===== src/rtl/coordinate_reader.sv =====
// coordinate_reader: streams stored (x, y) pairs out of the coordinate RAM
// over a valid/ready handshake and mirrors them on six 7-segment digits.
module coordinate_reader #(
   parameter int COORD_W = 8,
   parameter int ADDR_W  = 6
) (
   input  logic                 clk,
   input  logic                 reset,
   input  logic                 start,
   input  logic [ADDR_W:0]      count,
   output logic                 mem_rd_en,
   output logic [ADDR_W-1:0]    mem_addr,
   input  logic [2*COORD_W-1:0] mem_rdata,
   output logic                 out_valid,
   input  logic                 out_ready,
   output logic [COORD_W-1:0]   out_x,
   output logic [COORD_W-1:0]   out_y,
   output logic                 out_last,
   output logic [6:0]           hex0,
   output logic [6:0]           hex1,
   output logic [6:0]           hex2,
   output logic [6:0]           hex3,
   output logic [6:0]           hex4,
   output logic [6:0]           hex5,
   output logic                 done
);

   localparam logic [2:0] S_IDLE    = 3'd0;
   localparam logic [2:0] S_READ    = 3'd1;
   localparam logic [2:0] S_WAIT    = 3'd2;
   localparam logic [2:0] S_PRESENT = 3'd3;
   localparam logic [2:0] S_DONE    = 3'd4;

   localparam logic [ADDR_W:0] CAP = {1'b1, {ADDR_W{1'b0}}};

   localparam logic [6:0] BLANK = 7'b1111111;

   logic [2:0]      state;
   logic [ADDR_W:0] idx;
   logic [ADDR_W:0] cnt_r;
   logic [ADDR_W:0] cnt_sat;
   logic            last_w;
   logic [7:0]      idx8;
   logic [7:0]      x8;
   logic [7:0]      y8;

   function automatic logic [6:0] seg7(input logic [3:0] d);
      logic [6:0] s;
      case (d)
         4'h0: s = 7'b1000000;
         4'h1: s = 7'b1111001;
         4'h2: s = 7'b0100100;
         4'h3: s = 7'b0110000;
         4'h4: s = 7'b0011001;
         4'h5: s = 7'b0010010;
         4'h6: s = 7'b0000010;
         4'h7: s = 7'b1111000;
         4'h8: s = 7'b0000000;
         4'h9: s = 7'b0010000;
         4'hA: s = 7'b0001000;
         4'hB: s = 7'b0000011;
         4'hC: s = 7'b1000110;
         4'hD: s = 7'b0100001;
         4'hE: s = 7'b0000110;
         default: s = 7'b0001110;
      endcase
      return s;
   endfunction

   assign cnt_sat   = (count > CAP) ? CAP : count;
   assign last_w    = (idx == cnt_r - 1'b1);
   assign mem_rd_en = (state == S_READ);
   assign mem_addr  = idx[ADDR_W-1:0];
   assign out_valid = (state == S_PRESENT);
   assign out_last  = (state == S_PRESENT) && last_w;
   assign done      = (state == S_DONE);

   // Pass sequencing: read, wait for RAM data, present, repeat until last.
   always_ff @(posedge clk or posedge reset) begin
      if (reset) begin
         state <= S_IDLE;
         idx   <= '0;
         cnt_r <= '0;
         out_x <= '0;
         out_y <= '0;
      end else begin
         unique case (state)
            S_IDLE, S_DONE: begin
               if (start) begin
                  cnt_r <= cnt_sat;
                  idx   <= '0;
                  state <= (cnt_sat == '0) ? S_DONE : S_READ;
               end
            end
            S_READ: state <= S_WAIT;
            S_WAIT: begin
               out_x <= mem_rdata[2*COORD_W-1:COORD_W];
               out_y <= mem_rdata[COORD_W-1:0];
               state <= S_PRESENT;
            end
            S_PRESENT: begin
               if (out_ready) begin
                  if (last_w) begin
                     state <= S_DONE;
                  end else begin
                     idx   <= idx + 1'b1;
                     state <= S_READ;
                  end
               end
            end
            default: state <= S_IDLE;
         endcase
      end
   end

   // Display decode straight from registered state and data.
   always_comb begin
      idx8 = 8'(idx);
      x8   = 8'(out_x);
      y8   = 8'(out_y);
      hex0 = BLANK;
      hex1 = BLANK;
      hex2 = BLANK;
      hex3 = BLANK;
      hex4 = BLANK;
      hex5 = BLANK;
      if (state == S_PRESENT) begin
         hex5 = seg7(idx8[7:4]);
         hex4 = seg7(idx8[3:0]);
         hex3 = seg7(x8[7:4]);
         hex2 = seg7(x8[3:0]);
         hex1 = seg7(y8[7:4]);
         hex0 = seg7(y8[3:0]);
      end else if (state == S_DONE) begin
         hex3 = 7'b0100001;
         hex2 = 7'b0100011;
         hex1 = 7'b0101011;
         hex0 = 7'b0000110;
      end
   end

endmodule

===== config.mk =====
export PLATFORM = sky130hd
export DESIGN_NAME = coordinate_reader
export DESIGN_NICKNAME = d
export VERILOG_FILES = /design/src/rtl/coordinate_reader.sv
export SDC_FILE = /design/constraint.sdc
export NUM_CORES = 1
export LEC_CHECK = 0
export BUFFER_PORTS_ARGS = -buffer_cell sky130_fd_sc_hd__buf_2
export CORE_ASPECT_RATIO = 0.7
export CORE_MARGIN = 2
export CORE_UTILIZATION = 53
export DETAILED_ROUTE_END_ITERATION = 6
export GPL_ROUTABILITY_DRIVEN = 0
export PLACE_DENSITY = 0.82
export SLEW_MARGIN = 20
export SYNTH_ARGS = -nofsm -noshare
export SYNTH_HDL_FRONTEND = slang
export SYNTH_SLANG_ARGS = --single-unit

===== constraint.sdc =====
create_clock -name clk -period 2.6 [get_ports clk]
set_clock_uncertainty 0.1 [all_clocks]
set_input_delay 0.26 -clock clk [delete_from_list [all_inputs] [get_ports clk]]
set_output_delay 0.26 -clock clk [all_outputs]
set_load 0.05 [all_outputs]

Word level (Yosys, flattened, before mapping):

Memories as Yosys holds them, arrays and structs flattened.
Index checks and enable logic that the tools add are counted.

* output and inout bits: 68
* memories kept: 6
* register bits: 33
* logic and storage cells: 50
* bits in read-only memories: 616

Memories
* (no name shown): depth 16, bits a word 7, read ports 1, clocked after memory_dff 0, write ports 0, RTL line 49 `case (d)`
* (no name shown): depth 16, bits a word 7, read ports 1, clocked after memory_dff 0, write ports 0, RTL line 49
* (no name shown): depth 16, bits a word 7, read ports 1, clocked after memory_dff 0, write ports 0, RTL line 49
* (no name shown): depth 16, bits a word 7, read ports 1, clocked after memory_dff 0, write ports 0, RTL line 49
* (no name shown): depth 16, bits a word 7, read ports 1, clocked after memory_dff 0, write ports 0, RTL line 49
* (no name shown): depth 8, bits a word 7, read ports 1, clocked after memory_dff 0, write ports 0, RTL line 49

* $lt $le $gt $ge: 1
* equality and inequality tests: 8
* add/subtract/negate cells: 2
* mux-type cells: 20
* reduce and logical (&&, ||, !) cells: 8

Operator list (count)
* two-way mux 7 bit: 14
* case mux 7 bit (2 select lines): 1
* two-way mux 3 bit: 4
* case mux 3 bit (4 select lines): 1
* adder 7 x 1 -> 7 bit, second input constant: 1
* == test 7 bit: 1
* greater-than comparator 7 bit, second input constant: 1
* logical NOT 7 bit: 1
* subtractor 7 x 1 -> 7 bit, second input constant: 1
* == test 3 x 2 -> 1 bit, second input constant: 2
* inequality test 2 bit, second input constant: 2
* AND reduction 2 bit: 2
* AND reduction 4 bit: 1
* == test 3 x 1 -> 1 bit, second input constant: 1
* == test 3 bit, second input constant: 1
* logical NOT 3 bit: 1
* inequality test 2 x 1 -> 1 bit, second input constant: 1
* nonzero test 2 bit: 1
* OR reduction 2 bit: 1
* logical AND 1 bit: 1

Logic depth before layout (Yosys ltp):

Gate-level depths: netlist (run 1).

* word-level depth: 6
* depth in mapped cells: 9
* depth with buffers taken out: 8

Worst setup path after synthesis (run 1):

OpenSTA, ideal clock, no wires.

* path type: reg-to-output
* start: reg out_x[0]
* end: out hex2[5]
* cell stages (with the launch flop): 4
* path buffers: 0
* arrival: 2.971 ns
* data required time: 2.240 ns
* setup slack: -0.731 ns
* path through: dfrtp_1 inv_1 ha_1 o311ai_0

* word-level cells in the longest chain between the ends: 2

Ends and longest elaborated chain
* from (decl): RTL line 16 `output logic [COORD_W-1:0] out_x,`
* from (signal assigned): RTL line 97 `out_x <= mem_rdata[2*COORD_W-1:COORD_W];`
* memory read (16 x 7 bit)
* two-way mux 7 bit: RTL line 127 `if (state == S_PRESENT) begin`
* to (decl): RTL line 21 `output logic [6:0] hex2,`

No other way between the ends.

Worst setup path after layout (run 1):

* start: reg cnt_r[0]
* end: reg idx[1]

* word-level cells in the longest chain between the ends: 4

Ends and longest elaborated chain
* from (decl): RTL line 40 `logic [ADDR_W:0] cnt_r;`
* from (signal assigned): RTL line 90 `cnt_r <= cnt_sat;`
* subtractor 7 x 1 -> 7 bit: RTL line 71 `assign last_w = (idx == cnt_r - 1'b1);`
* == test 7 bit: RTL line 71
* inequality test 2 bit (no source line)
* AND reduction 4 bit (no source line)
* to (signal assigned): RTL line 106 `idx <= idx + 1'b1;`
* to (decl): RTL line 39 `logic [ADDR_W:0] idx;`

No other way between the ends.
A chain may end at the register's enable or synchronous reset.

==> run metrics, run 1 <==
fin. max-slew vios=0; final worst-path setup slack=-0.00738 ns; # rows=24; nature of the critical path endpoint=register; cells after synthesis=405; Yosys reg bits=33; DIE AREA=between 6000 and 7000 um2; hold crit path type=in2reg; top_reg_cell synth=dfrtp_1; Tot GR Track Use=24.6%; Hold Vio Cnt, Final=0; warnings from Yosys=0; Final Core Density=between 60% and 70%; adder-cell share of the synthesized area=roughly 14%; Data required, critical path=between 2 and 3 ns; routed vias=~3,300; initial antenna violation count=0; synth top area cells=dfrtp_1 25%, ha_1 14%, o21ai_0 5.6%, nand2_1 5.6%, mux2_2 4.4%; post-synthesis instance area=3300 um2; IO Port Bufs=94; Clock Latency Late Sink=0.29 ns; first-pass GRT wire length=between 10,000 and 15,000 um; type of origin of the critical path=register; compound-gate portion of the synthesized area=19.8%; area of the multi-input gates=around 2300 um2; Crit Path Category=reg2reg; total grt overflow=0; Post-Syn Area per Cell=8.15 um2; Worst Tran Pin Value=between 0.6 and 0.7 ns; Final Setup Violations=1; I/O pin total=95; mux contribution to synthesized area=approximately 11%; Core Region=6130 um2; clock sink total=33; max_cap viols=0; RSZ-0062 raised after global routing=true; FF-to-FF path depth=11; CTS tree=built; status=finished, violations left; Synth Area in XOR/XNOR=2.54%; Post-Syn Nets=between 400 and 500; largest area contributor in the netlist=dfrtp_1; hpwl dp=6120 um; period utilization=100%; Detail Route Antenna Nets=0; post-layout min period=2.61 ns; top post-synthesis cells by count=49 x nand2_1, 37 x ha_1, 37 x o21ai_0, 33 x dfrtp_1, 26 x nor2_1; H-tree depth=2; Worst-path clk slew=about 0.070 ns; DRC Markers=0; total wire length=8810 um; width of the die=98.3 um; clock buffer count from CTS=5; Clk Tree Root Cell=clkbuf_8; Max Buffers Root-to-Sink=2; async set-reset flop share out of synthesis=100%; first-pass detailed-route iteration total=4; Crit path arrival time=2.69 ns; FF/Latch Area=~830 um2; sequential area share after synthesis=25.0%; Worst Hold Depth=3; Synth top area share=25.0%; most frequent cell after synthesis=nand2_1; largest net degree at the start of global routing=34; vias in the first global route=2,999; violated checks=setup timing; main combinational cell family by area after synthesis=simple AND/OR/NAND/NOR gates; post-synthesis cell type count=49; Slew headroom=a little under three fifths; area grow syn2layout=25.0%; Max Fanout on Critical Path=5; Final nets=between 500 and 600; FMAX=384 MHz; Post-synth EDFFs=0; vias per cell=5.67; fill count=499; Initial Utilization=53.9%; ratio of cells with drive above 1 in the final layout=34.3%; Die Y=between 70 and 80 um; ANT cells=0; initial drt markers=282; DR WL/cell=15.3 um; Post-Synth Simple-Gate Area=19.8%
-- registers in the layout, summed over array words and instances (netlist names) --
signal  cells
idx         7
out_y       8
cnt_r       7
out_x       8
state       3
-- area by class of cell --
cell class | count | share of cell area, %
inverters | 25 | 2.28
well taps | 78 | 2.37
flip-flops and latches | 33 | 20.2
repair buffers | 123 | 17.2
multi-input cells | 311 | 55.9
clock buffers | 7 | 2.09
-- placed cells by master, fill, tap and decap left out, types with 6 or more instances in the layout --
cell type	instances
nor2_1	24
o211ai_1	15
buf_4	25
ha_1	36
mux2_2	13
clkbuf_8	6
dfrtp_1	28
mux2i_1	11
nand2_1	49
a21oi_1	18
buf_2	93
nand2b_1	14
o21ai_0	37
inv_1	23
nand3_1	12
-- routing by layer --
layer / up-vias / GRT usage (%) / part of all wire (%)
met5: - / 0 / 0
met4: 0 / 5.48 / 2.1
met3: 28 / 5.81 / 6.5
met2: 113 / 40.5 / 47
met1: 1535 / 33.2 / 44
li1: 1596 / - / -
-- cell families after synthesis --
family	count (synthesis)
XOR/XNOR	8
AO/OA/AOI/OAI	102
buffers and inverters	61
flip-flops	33
adder cells (fa/ha/maj)	37
multiplexers	29
AND/OR/NAND/NOR	135
-- timing repair --
item | 4_1_cts | 5_1_grt
setup buffers | 2 | 11
hold buffers | 1 | 0
endpoints found under the hold margin | 33 | 0
resized for setup | 8 | 15
endpoints found under the setup margin | 1 | 8
pin swaps | 1 | 5
-- per-stage QoR --
step | TNS (ns) | cells | hold slack (ns) | area, um2 | setup WS (ns)
6_report | -0.00738 | 577 | 0.0710 | 4120 | -0.00738
5_1_grt | -0.139 | 577 | 0.0765 | 4120 | -0.0670
4_1_cts | 0 | 566 | 0.0695 | 3980 | 0.0202
3_5_place_dp | 0 | 556 | 0.282 | 3840 | 0.0949
3_3_place_gp | 0 | 556 | 0.276 | 3840 | 0.173
2_1_floorplan | -0.137 | 405 | 0.277 | 3320 | -0.137
-- critical path: stages, from the launching register on --
cell and delay [ns]:
dfrtp_2 0.44, inv_2 0.09, ha_4 0.16, xnor3_1 0.40
nand3_1 0.09, a21oi_1 0.08, o2111ai_2 0.27, buf_4 0.17
buf_4 0.10, buf_6 0.10, and3_4 0.19, mux2_2 0.32
-- path summary, 6_finish.rpt --
check / slack [ns] / startpoint / to
min in group asynchronous: 0.50 / reset / out_x[7]
hold / removal: 0.07 / mem_rdata[4] / out_y[4]
setup / recovery: -0.007 / cnt_r[0] / idx[1]
setup reg to reg: -0.007 / cnt_r[0] / idx[1]
hold reg to reg: 0.44 / state[2] / state[1]
max in group asynchronous: 1.56 / reset / cnt_r[0]
Power of run 1 is not shown: default switching activity piles up to over one toggle a cycle in this logic, so the estimate is an artifact.
==> inputs of run 2 (changes only) <==
Settings changed: CORE_UTILIZATION 53 to 48, PLACE_DENSITY 0.82 to 0.79.
Clock period 2.6 ns to 2.1 ns, I/O delays scaled along.
==> run 2 against run 1 <==
  * The flow still finishes with violations (setup timing)
  * Sequential share of layout area fell by 3.6 points
  * Final cell count up 8.5%
  * Critical path depth decreased by 1
  * Register-to-register slack got worse by 0.29 ns
  * First-iteration DRC count is 2.8% lower
  * Die area increased by 9.9%
  * Worst hold slack got worse by 0.051 ns
  * Worst setup slack got worse by 0.30 ns
  * Sequential cell count is the same
  * Critical path type is now reg2out
  * Critical endpoint is now out_last
  * Largest cell class unchanged
==> run metrics, run 2 (same netlist as run 1, synthesis figures left out) <==
status=finished, violations left; violated checks=setup timing; RSZ-0062 raised after global routing=true; post-route insts no fill=approximately 630; Crit path arrival time=2.10 ns; ratio of cells with drive above 1 in the final layout=53.4%; Clk Tree Root Cell=clkbuf_8; clock buffer count from CTS=5; first-pass GRT wire length=14,900 um; Data required, critical path=approximately 1.8 ns; first-pass detailed-route iteration total=6; Final nets=a little under 600; hpwl dp=6640 um; Hold Vio Cnt, Final=0; final worst-path setup slack=-0.309 ns; FF-to-FF Start=cnt_r[0]; most common cell after layout, fill and taps aside=buf_2; GR peak layer=met2; routed vias=3,589; largest net degree at the start of global routing=34; IO Port Bufs=94; M3 GR Usage=~3.6%; fin. max-slew vios=0; GR met1 Demand/Resource=35.6%; initial drt markers=274; Final Core Density=between 70% and 80%; Area after DPL=between 4000 and 5000 um2; DIE AREA=7560 um2; Setup TNS Final=-2.47 ns; clock sink total=33; area grow syn2layout=54.2%; placed cells=~600; post-layout min period=2.41 ns; Max Buffers Root-to-Sink=2; I/O pin total=95; CTS tree=built; Worst-path clk slew=0.08 ns; # rows=25; fill count=450; vias per cell=between 5 and 6; FF-to-FF path depth=12; H-tree depth=2; type of origin of the critical path=register; ANT cells=0; Slew headroom=about two thirds; Die Y=about 73 um; DRC Markers=0; FMAX=just over 400 MHz; nature of the critical path endpoint=output pin; CP startpoint=cnt_r[0]; vias in the first global route=3,076; total wire length=10,800 um; Crit Path Category=reg2out; period utilization=115%; Worst Tran Pin Value=0.502 ns; width of the die=103 um; most frequent cells in the layout=66 x buf_2, 58 x buf_4, 48 x nand2_1, 24 x o21ai_0, 22 x ha_1; Core Region=6690 um2; Final Setup Violations=20; total grt overflow=0; cell area after layout=5090 um2; Initial Utilization=49.3%; initial antenna violation count=0; Worst Hold Depth=3; max_cap viols=0; Hold Crit Start=mem_rdata[0]; Clock Latency Late Sink=roughly 0.29 ns; Detail Route Antenna Nets=0; DR WL/cell=approximately 17 um; Tot GR Track Use=24.8%; met2 usage=40.6%; Max Fanout on Critical Path=6; hold crit path type=in2reg; biggest regs=out_x (8), out_y (8)
[run 2: per-stage QoR]
| stage | worst slack (ns) | hold slack [ns] |
|---|---|---|
| 2_1_floorplan | -0.0531 | 0.227 |
| 3_3_place_gp | -0.0944 | 0.225 |
| 3_5_place_dp | -0.166 | 0.229 |
| 4_1_cts | -0.199 | 0.0249 |
| 5_1_grt | -0.422 | 0.0416 |
| 6_report | -0.309 | 0.0197 |
[run 2: critical path: stages (launching register included)]
cell and delay [ns]:
dfrtp_1 0.41, inv_2 0.07, ha_4 0.18, buf_6 0.12, xnor3_1 0.21, nand3_2 0.08, a21oi_2 0.18, o2111ai_2 0.14
buf_6 0.17, nor2_4 0.10, buf_8 0.15
[run 2: path summary, 6_finish.rpt]
kind / end / slack [ns]
min reg2reg: cnt_r[5] / 0.44
max reg2reg: idx[5] / -0.30
min in group asynchronous: out_y[6] / 0.46
max in group asynchronous: idx[0] / 1.10
min: out_y[0] / 0.02
max: out_last / -0.31
[run 2: layout make-up]
class                      count  area, um2  share of cell area (%)
clock buffer                   7       86.3                    1.70
clock inverter                 1       30.0                   0.590
inverter                      25        124                    2.43
multi-input combinational    311       2740                    53.9
sequential                    33        843                    16.6
tap                           94        118                    2.31
timing repair buffer         155       1140                    22.5
[run 2: what timing repair did]
item / CTS / global route
hold buffers: 1 / 0
endpoints found under the hold margin: 33 / 0
gates resized for setup: 54 / 101
setup endpoints to repair: 51 / 45
setup buffers: 10 / 12
pin swaps: 9 / 18
[run 2: per-layer routing]
layer	wire length, um	share of wire, %	up-vias
met5	0	0	-
met4	187	1.7	0
met3	613	5.7	18
met2	5280	49	155
met1	4700	44	1747
li1	-	-	1669
Power of run 2 is left out for the same reason.
==> inputs of run 3 (changes only) <==
Settings changed: PLACE_DENSITY 0.79 to default, PLACE_DENSITY_LB_ADDON from default to 0.15.
==> run 3 against run 2 <==
  * The run still ends with setup timing left
  * Maximum frequency shrank 1.2%
  * Via count shrank 1.2%
  * Register-to-register slack lost 0.04 ns
  * Highest routed layer unchanged
==> run metrics, run 3 (same netlist as run 1, synthesis figures left out) <==
FF-to-FF Start=cnt_r[4]; width of the die=just over 100 um; FF/Latch Area=845 um2; Worst-path clk slew=0.08 ns; I/O pin total=95; Worst Hold End=out_x[4]; Final nets=604; Die Y=73.4 um; final worst-path setup slack=-0.338 ns; Crit path arrival time=2.51 ns; Tot GR Track Use=26.1%; routed vias=3,547; most frequent cells in the layout=67 x buf_2, 61 x buf_4, 48 x nand2_1, 22 x o21ai_0, 21 x buf_6; Max Fanout on Critical Path=3; Final Setup Violations=16; IO Port Bufs=94; Hold Vio Cnt, Final=0; total wire length=10,900 um; clock sink total=33; Data required, critical path=approximately 2.2 ns; biggest regs=out_x (8), out_y (8); post-layout min period=2.44 ns; max_cap viols=0; DIE AREA=roughly 7600 um2; clock buffer count from CTS=5; status=finished, violations left; CTS tree=built; placed cells=594; ratio of cells with drive above 1 in the final layout=54.7%; Core Region=6690 um2; Initial Utilization=49.3%; Clk Tree Root Cell=clkbuf_8; reg-to-reg critical path endpoint=idx[1]; FMAX=a little over 400 MHz; H-tree depth=2; Hold Crit Start=mem_rdata[12]; Area after DPL=4230 um2; # rows=25; total grt overflow=0; worst path bufs/invs=3; fin. max-slew vios=0; nature of the critical path endpoint=register; area grow syn2layout=56.1%; crit-path most repeated cell=buf_6; type of origin of the critical path=register; initial drt markers=~200; DRC Markers=0; first-pass GRT wire length=15,500 um; violated checks=setup timing; initial antenna violation count=0; Crit Path Category=reg2reg; Slew headroom=64.1%; Detail Route Antenna Nets=0; post-route insts no fill=635; Clock Latency Late Sink=0.30 ns; period utilization=116%; FF-to-FF path depth=9; hpwl dp=6580 um; RSZ-0062 raised after global routing=true; Worst Tran Pin Value=about 0.54 ns; vias per cell=5.59; first-pass detailed-route iteration total=5; cell area after layout=roughly 5200 um2; CP max stage delay=0.41 ns; vias in the first global route=just over 3,000; area of the multi-input gates=2730 um2; ANT cells=0; fill count=450; largest net degree at the start of global routing=34; CP top delay family=simple AND/OR/NAND/NOR gates; worst path cell trace=or3_4, buf_6, o211ai_1, o311ai_2, o2111ai_4, buf_4, buf_6, and3_4, mux2_4; most common cell after layout, fill and taps aside=buf_2; DR WL/cell=17.1 um; Crit-path slowest cell=or3_4; Max Buffers Root-to-Sink=2; R2R setup slack=-0.34 ns; hold crit path type=in2reg; Worst Hold Depth=3
## run 3: routing by layer
metal,part of all wire (%),global-route usage (%)
met5,0,0
met3,6.0,4.66
met2,47,41.6
met1,45,37.6
met4,1.6,4.39
## run 3: area by class of cell
| cell class | instances | area share, % |
|---|---|---|
| Multi-Input combinational cell | 311 | 52.9 |
| Timing Repair Buffer | 164 | 24.0 |
| Sequential cell | 33 | 16.4 |
| Tap cell | 94 | 2.28 |
| Inverter | 25 | 2.16 |
| Clock buffer | 7 | 1.68 |
| Clock inverter | 1 | 0.583 |
## run 3: how the worst max path moves through the flow
stage,from,end,depth (start not counted)
6_report,cnt_r[4],idx[1],9
5_1_grt,cnt_r[4],idx[1],9
4_1_cts,cnt_r[0],out_last,10
3_5_place_dp,cnt_r[0],out_last,10
3_3_place_gp,cnt_r[0],out_last,10
2_1_floorplan,state[1],hex0[0],7
## run 3: tightest hold or removal path, cell delays in order
cell and delay, ns:
buf_2 0.07, nand2_1 0.03, o21ai_0 0.05
## run 3: stage by stage
| stage | utilization (%) | setup slack (ns) | hold slack, ns | TNS, ns |
|---|---|---|---|---|
| 6_report | 77.0 | -0.338 | 0.0126 | -3.02 |
| 5_1_grt | 77.0 | -0.419 | 0.0403 | -4.38 |
| 4_1_cts | 71.6 | -0.331 | 0.0181 | -2.58 |
| 3_5_place_dp | 63.2 | -0.276 | 0.238 | -1.19 |
| 3_3_place_gp | 63.2 | -0.216 | 0.234 | -0.590 |
| 2_1_floorplan | - | -0.0531 | 0.227 | -0.360 |
## run 3: repair_timing
action,4_1_cts,5_1_grt
endpoints found under the setup margin,52,46
hold buffers,1,0
resized for setup,78,83
pin swaps,11,19
buffers inserted,21,12
gates cloned,1,0
hold endpoints to repair,33,0
Power of run 3 is left out for the same reason.
